### config.mk
export PLATFORM = sky130hd
export DESIGN_NAME = multdiv_sequencer_flat
export DESIGN_NICKNAME = d
export VERILOG_FILES = /design/src/rtl/multdiv_sequencer_if.sv /design/src/rtl/multdiv_sequencer.sv /design/src/flat_wrapper.sv
export SDC_FILE = /design/constraint.sdc
export NUM_CORES = 1
export LEC_CHECK = 0
export ABC_AREA = 1
export BUFFER_PORTS_ARGS = -buffer_cell sky130_fd_sc_hd__buf_2
export CAP_MARGIN = 5
export CORE_AREA = 8 8 45 47
export DETAILED_ROUTE_END_ITERATION = 6
export DIE_AREA = 0 0 53 55
export PLACE_DENSITY = 0.73
export SYNTH_ARGS = -nofsm -noshare
export SYNTH_HDL_FRONTEND = slang
export SYNTH_SLANG_ARGS = --single-unit
### constraint.sdc
create_clock -name clock -period 2.65 [get_ports clock]
set_clock_uncertainty 0.15 [all_clocks]
set_input_delay 0.53 -clock clock [delete_from_list [all_inputs] [get_ports clock]]
set_output_delay 0.53 -clock clock [all_outputs]
set_load 0.01 [all_outputs]
### src/rtl/multdiv_sequencer_if.sv
// Handshake between the execute stage and the multiply/divide sequencer.
// master = execute/pipeline side, slave = sequencer.
interface multdiv_sequencer_if #(
  parameter int unsigned CNT_W = 6
);
  logic             start_mult;
  logic             start_div;
  logic             divisor_zero;
  logic             load;
  logic             step;
  logic             op_is_div;
  logic [CNT_W-1:0] count;
  logic             busy;
  logic             result_ready;
  logic             exception;

  modport master (
    output start_mult,
    output start_div,
    output divisor_zero,
    input  load,
    input  step,
    input  op_is_div,
    input  count,
    input  busy,
    input  result_ready,
    input  exception
  );

  modport slave (
    input  start_mult,
    input  start_div,
    input  divisor_zero,
    output load,
    output step,
    output op_is_div,
    output count,
    output busy,
    output result_ready,
    output exception
  );
endinterface

### src/rtl/multdiv_sequencer.sv
// Control FSM for the shared iterative multiply/divide datapath: issues load and step
// enables, owns the iteration counter, and reports busy / result-ready / divide-by-zero.
module multdiv_sequencer #(
  parameter int unsigned MULT_STEPS = 32,
  parameter int unsigned DIV_STEPS  = 33,
  parameter int unsigned CNT_W      = 6
) (
  input logic                   clock,
  input logic                   reset_n,
  multdiv_sequencer_if.slave    bus
);

  typedef enum logic [1:0] {StIdle, StLoad, StRun, StDone} state_e;

  localparam logic [CNT_W-1:0] MultLast = CNT_W'(MULT_STEPS - 1);
  localparam logic [CNT_W-1:0] DivLast  = CNT_W'(DIV_STEPS - 1);

  state_e           state_q, state_d;
  logic [CNT_W-1:0] count_q, count_d;
  logic             op_is_div_q, op_is_div_d;
  logic             exc_q, exc_d;

  logic             start;
  logic [CNT_W-1:0] run_last;

  logic             load_o, step_o, busy_o, ready_o, exc_o;
  logic [CNT_W-1:0] count_o;

  assign start    = bus.start_mult | bus.start_div;
  assign run_last = op_is_div_q ? DivLast : MultLast;

  // A start in any state (including LOAD/RUN) aborts the current operation.
  always_comb begin
    state_d     = state_q;
    count_d     = count_q;
    op_is_div_d = op_is_div_q;
    exc_d       = exc_q;
    if (start) begin
      op_is_div_d = bus.start_div;
      count_d     = '0;
      if (bus.start_div && bus.divisor_zero) begin
        state_d = StDone;
        exc_d   = 1'b1;
      end else begin
        state_d = StLoad;
        exc_d   = 1'b0;
      end
    end else begin
      unique case (state_q)
        StIdle: state_d = StIdle;
        StLoad: begin
          state_d = StRun;
          count_d = '0;
        end
        StRun: begin
          if (count_q == run_last) begin
            state_d = StDone;
            count_d = '0;
          end else begin
            count_d = count_q + CNT_W'(1);
          end
        end
        StDone:  state_d = StIdle;
        default: state_d = StIdle;
      endcase
    end
  end

  always_ff @(posedge clock) begin
    if (!reset_n) begin
      state_q     <= StIdle;
      count_q     <= '0;
      op_is_div_q <= 1'b0;
      exc_q       <= 1'b0;
    end else begin
      state_q     <= state_d;
      count_q     <= count_d;
      op_is_div_q <= op_is_div_d;
      exc_q       <= exc_d;
    end
  end

  always_comb begin
    load_o  = 1'b0;
    step_o  = 1'b0;
    busy_o  = 1'b0;
    ready_o = 1'b0;
    exc_o   = 1'b0;
    count_o = '0;
    unique case (state_q)
      StIdle: load_o = 1'b0;
      StLoad: begin
        load_o = 1'b1;
        busy_o = 1'b1;
      end
      StRun: begin
        step_o  = 1'b1;
        busy_o  = 1'b1;
        count_o = count_q;
      end
      StDone: begin
        ready_o = 1'b1;
        exc_o   = exc_q;
      end
      default: load_o = 1'b0;
    endcase
  end

  assign bus.load         = load_o;
  assign bus.step         = step_o;
  assign bus.op_is_div    = op_is_div_q;
  assign bus.count        = count_o;
  assign bus.busy         = busy_o;
  assign bus.result_ready = ready_o;
  assign bus.exception    = exc_o;

  a_load_step_excl : assert property (@(posedge clock) disable iff (!reset_n)
    !(load_o && step_o));
  a_ready_busy_excl : assert property (@(posedge clock) disable iff (!reset_n)
    !(ready_o && busy_o));

endmodule

### src/flat_wrapper.sv
// flat-port wrapper written by rule: the top's interface ports become plain ports
module multdiv_sequencer_flat 
#(
  parameter int unsigned MULT_STEPS = 32,
  parameter int unsigned DIV_STEPS  = 33,
  parameter int unsigned CNT_W      = 6
)
  (clock, reset_n, bus_start_mult, bus_start_div, bus_divisor_zero, bus_load, bus_step, bus_op_is_div, bus_count, bus_busy, bus_result_ready, bus_exception);
  multdiv_sequencer_if #(.CNT_W(CNT_W)) bus_i ();
  input logic clock;
  input logic reset_n;
  input wire logic [$bits(bus_i.start_mult)-1:0] bus_start_mult;
  input wire logic [$bits(bus_i.start_div)-1:0] bus_start_div;
  input wire logic [$bits(bus_i.divisor_zero)-1:0] bus_divisor_zero;
  output wire logic [$bits(bus_i.load)-1:0] bus_load;
  output wire logic [$bits(bus_i.step)-1:0] bus_step;
  output wire logic [$bits(bus_i.op_is_div)-1:0] bus_op_is_div;
  output wire logic [$bits(bus_i.count)-1:0] bus_count;
  output wire logic [$bits(bus_i.busy)-1:0] bus_busy;
  output wire logic [$bits(bus_i.result_ready)-1:0] bus_result_ready;
  output wire logic [$bits(bus_i.exception)-1:0] bus_exception;
  assign bus_i.start_mult = bus_start_mult;
  assign bus_i.start_div = bus_start_div;
  assign bus_i.divisor_zero = bus_divisor_zero;
  assign bus_load = bus_i.load;
  assign bus_step = bus_i.step;
  assign bus_op_is_div = bus_i.op_is_div;
  assign bus_count = bus_i.count;
  assign bus_busy = bus_i.busy;
  assign bus_result_ready = bus_i.result_ready;
  assign bus_exception = bus_i.exception;
  multdiv_sequencer #(.MULT_STEPS(MULT_STEPS), .DIV_STEPS(DIV_STEPS), .CNT_W(CNT_W)) u_core (.clock(clock), .reset_n(reset_n), .bus(bus_i));
endmodule
==> results by group <==
Finish
  • Area growth from synthesis to final layout: 17.9%
  • NumNets Final: 128
  • Fraction of layout cells with a size suffix above 1: 0.282
  • Antenna diode count: 0

Clock tree
  • Clock root buffer: clkbuf_4
  • Hold-fix buffer count after cts: 0
  • Number of sinks handled by clock tree synthesis: 10
  • CTS buffer count: 3
  • Clock Tree Buf Depth: 2
  • H-tree depth reported by CTS: 1
  • Clock-pin transition on the worst setup and hold timing paths: 60 ps
  • Post-CTS resize count: 0
  • Clk_lat worst skew: 270 ps
  • Setup Buffers After CTS: 0
  • Clock tree from TritonCTS: built

STA
  • Setup-violating endpoint count in the final report: 0
  • Final-report hold violation count: 0
  • RSZ-0062 raised after global routing: false
  • Minimum clock period after layout: 1990 ps
  • Highest clock rate: 502 MHz
  • Count of final max-slew check failures: 0
  • Final cycle utilization of the critical path: 0.752
  • TNS Setup: 0 ps
  • Slew Limit Headroom: 0.779
  • Measured slew at the worst slew-check pin: 331 ps

Worst setup path
  • Library cell contributing the largest single delay on the critical path: ha_1
  • Kind of cell adding the most delay to the critical path: adder cells
  • Minimum setup slack among reg-to-reg paths: 980 ps
  • Setup crit end kind: primary output
  • CP max stage delay: 350 ps
  • Endpoint of the worst-slack reg-to-reg timing path: u_core.count_q[5]$_SDFFE_PP0P_
  • Number of cells on the worst reg-to-reg path: 8
  • Startpoint types: flop
  • Critical-path cell list: inv_1 > ha_1 > nand2_1 > inv_1 > buf_2
  • Crit path required time: 1970 ps
  • CP most frequent cell: inv_1
  • RR Startpoint: u_core.state_q[0]$_SDFFE_PN0P_
  • Count of buffer and inverter cells on the critical path: 3
  • CP Class: flop to primary output
  • Data arrival, critical path: 1310 ps
  • Max Fanout on Critical Path: 10

Yosys
  • Basic-gate share of the synthesized area counting and, or, nand and nor cells: 0.391
  • Total nets after synthesis: 108
  • Most frequent cells after synthesis: nand2_1 (21), inv_1 (19), nor2_1 (15), dfxtp_1 (10), nor2_2 (7)
  • Area share of the leading cell type in the synthesized netlist: 0.305
  • Most used flip-flop cell after synthesis: dfxtp_1
  • Count of different cell masters after synthesis: 20
  • Area fraction in compound gates after synthesis: 0.0515
  • Synth Area in XOR/XNOR: 0.0534
  • Total of warnings raised by yosys: 0
  • Post-synthesis share of cell area spent on full adders, half adders and majority gates: 0.0763
  • Cell type with the highest aggregate area in the netlist: dfxtp_1
  • Total standard cell area after synthesis: 656 um^2
  • Leading cell types by total area after synthesis: dfxtp_1 (31%), nand2_1 (12%), inv_1 (11%)
  • Fraction of synthesized area in multiplexers: 0
  • Cell with the most instances after synthesis: nand2_1
  • Share of the yosys chip area belonging to registers: 0.305
  • Mean Syn Cell Area: 6.62 um^2
  • Cells after Synth: 99
  • Number of synthesized flops with an enable pin: 0
  • Largest family of logic cells by synthesized area: simple AND/OR/NAND/NOR gates
  • Post-synthesis sequential element count: 10
  • Share of flip-flops with an asynchronous set or reset: 0

Power
  • VDD IR max: 0.242 mV
  • Leakage power: 0.000436 uW
  • Pwr Density: 407 mW/mm^2
  • Total chip power: 314 uW

Floorplan
  • Starting density of the core: 0.474
  • Top Ports: 17
  • Die boundary height: 55 um
  • Die Footprint: 0.00292 mm^2
  • Placeable core area: 0.00138 mm^2
  • Horizontal extent of the die: 53 um
  • Placement Rows: 14

Hold path
  • Worst hold start: u_core.exc_q$_SDFFE_PN0P_
  • Type of the worst min-delay path: flop to flop
  • Hold Path Sink: u_core.exc_q$_SDFFE_PN0P_
  • Worst hold path cell count: 1

Routing
  • Remaining routing DRC violations: 0
  • Per-cell routed wire length: 10.7 um
  • First-pass iteration count of the detailed router: 5
  • Routed vias: 635
  • Final wirelength: 1.42 mm
  • Via-to-Cell Ratio: 4.77
  • DR iter-0 viols: 18
  • Antenna-violating nets left: 0

Global routing
  • Largest net degree at the start of global routing: 11
  • Overflow left after global routing: 0
  • Number of global-route vias before repair: 596
  • GR Util All Layers: 0.113
  • Number of antenna violations at the first check in global routing: 0
  • Wire length of the first global-routing pass: 2.39 mm

Run status
  • Result of the run: finished, final reports clean

Run
  • MaxCap Viol Count: 0

Placed design
  • Post-detail-place hpwl: 1.12 mm
  • IO buf count: 16
  • Gpl congestion: 0.836
==> cells in the final DEF, fill, tap and decap left out, drive strengths merged <==
master and n:
ha 4, xor2 4, nor3 1, inv 20
o21ai 1, a21oi 3, nor2 22, and3 1
a32o 1, dfxtp 10, buf 16, nand3 5
nand4 1, clkbuf 3, nand2 25
==> metal layers <==
| metal | global-route usage | share of wire | vias up |
|---|---|---|---|
| li1 | - | - | 333 |
| met3 | 0.0267 | 0.052 | 5 |
| met1 | 0.127 | 0.44 | 283 |
| met5 | 0 | 0 | - |
| met2 | 0.176 | 0.47 | 14 |
| met4 | 0.103 | 0.041 | 0 |
==> stage by stage <==
stage	setup WS, ps	area (um^2)	hold slack (ps)	utilization	std cells
after floorplan	1050	656	292	-	99
after global placement	966	751	303	0.542	130
after detailed placement	958	751	310	0.542	130
after CTS	659	773	325	0.559	133
after global routing	549	773	356	0.559	133
final	657	773	319	0.559	133
==> flip-flops by register name (all words and copies together) (netlist names) <==
signal,count
u_core.bus.op_is_div,1
u_core.state_q,2
u_core.exc_q,1
u_core.count_q,6
==> cells by family after synthesis <==
logic type               Yosys count
XOR/XNOR                           4
AO/OA/AOI/OAI                      5
flip-flops                        10
buffers and inverters             21
AND/OR/NAND/NOR                   55
adder cells (fa/ha/maj)            4
==> where the power goes <==
part           internal, uW  leakage (uW)  total (uW)  switching [uW]
clock network          52.6     0.0000138         105            52.2
logic                  18.7      0.000341        49.5            30.9
registers               155     0.0000816         160            5.11
==> final cells by class <==
type	instances	area, um^2
timing repair buffer	16	80.1
sequential	10	200
tap	16	20.0
inverter	20	75.1
fill	141	611
clock buffer	3	22.5
multi-input combinational	68	375
==> worst max path at each step <==
stage / startpoint / endpoint / slack (ps) / depth (start not counted)
final: u_core.state_q[0]$_SDFFE_PN0P_ / bus_count[3] / 660 / 5
after global routing: u_core.state_q[0]$_SDFFE_PN0P_ / bus_count[3] / 550 / 5
after CTS: u_core.state_q[0]$_SDFFE_PN0P_ / bus_count[3] / 660 / 5
after detailed placement: u_core.state_q[0]$_SDFFE_PN0P_ / bus_count[3] / 960 / 5
after global placement: u_core.state_q[0]$_SDFFE_PN0P_ / bus_busy / 970 / 4
after floorplan: u_core.state_q[0]$_SDFFE_PN0P_ / bus_count[2] / 1050 / 5
Power figures use the tool's default switching activity.
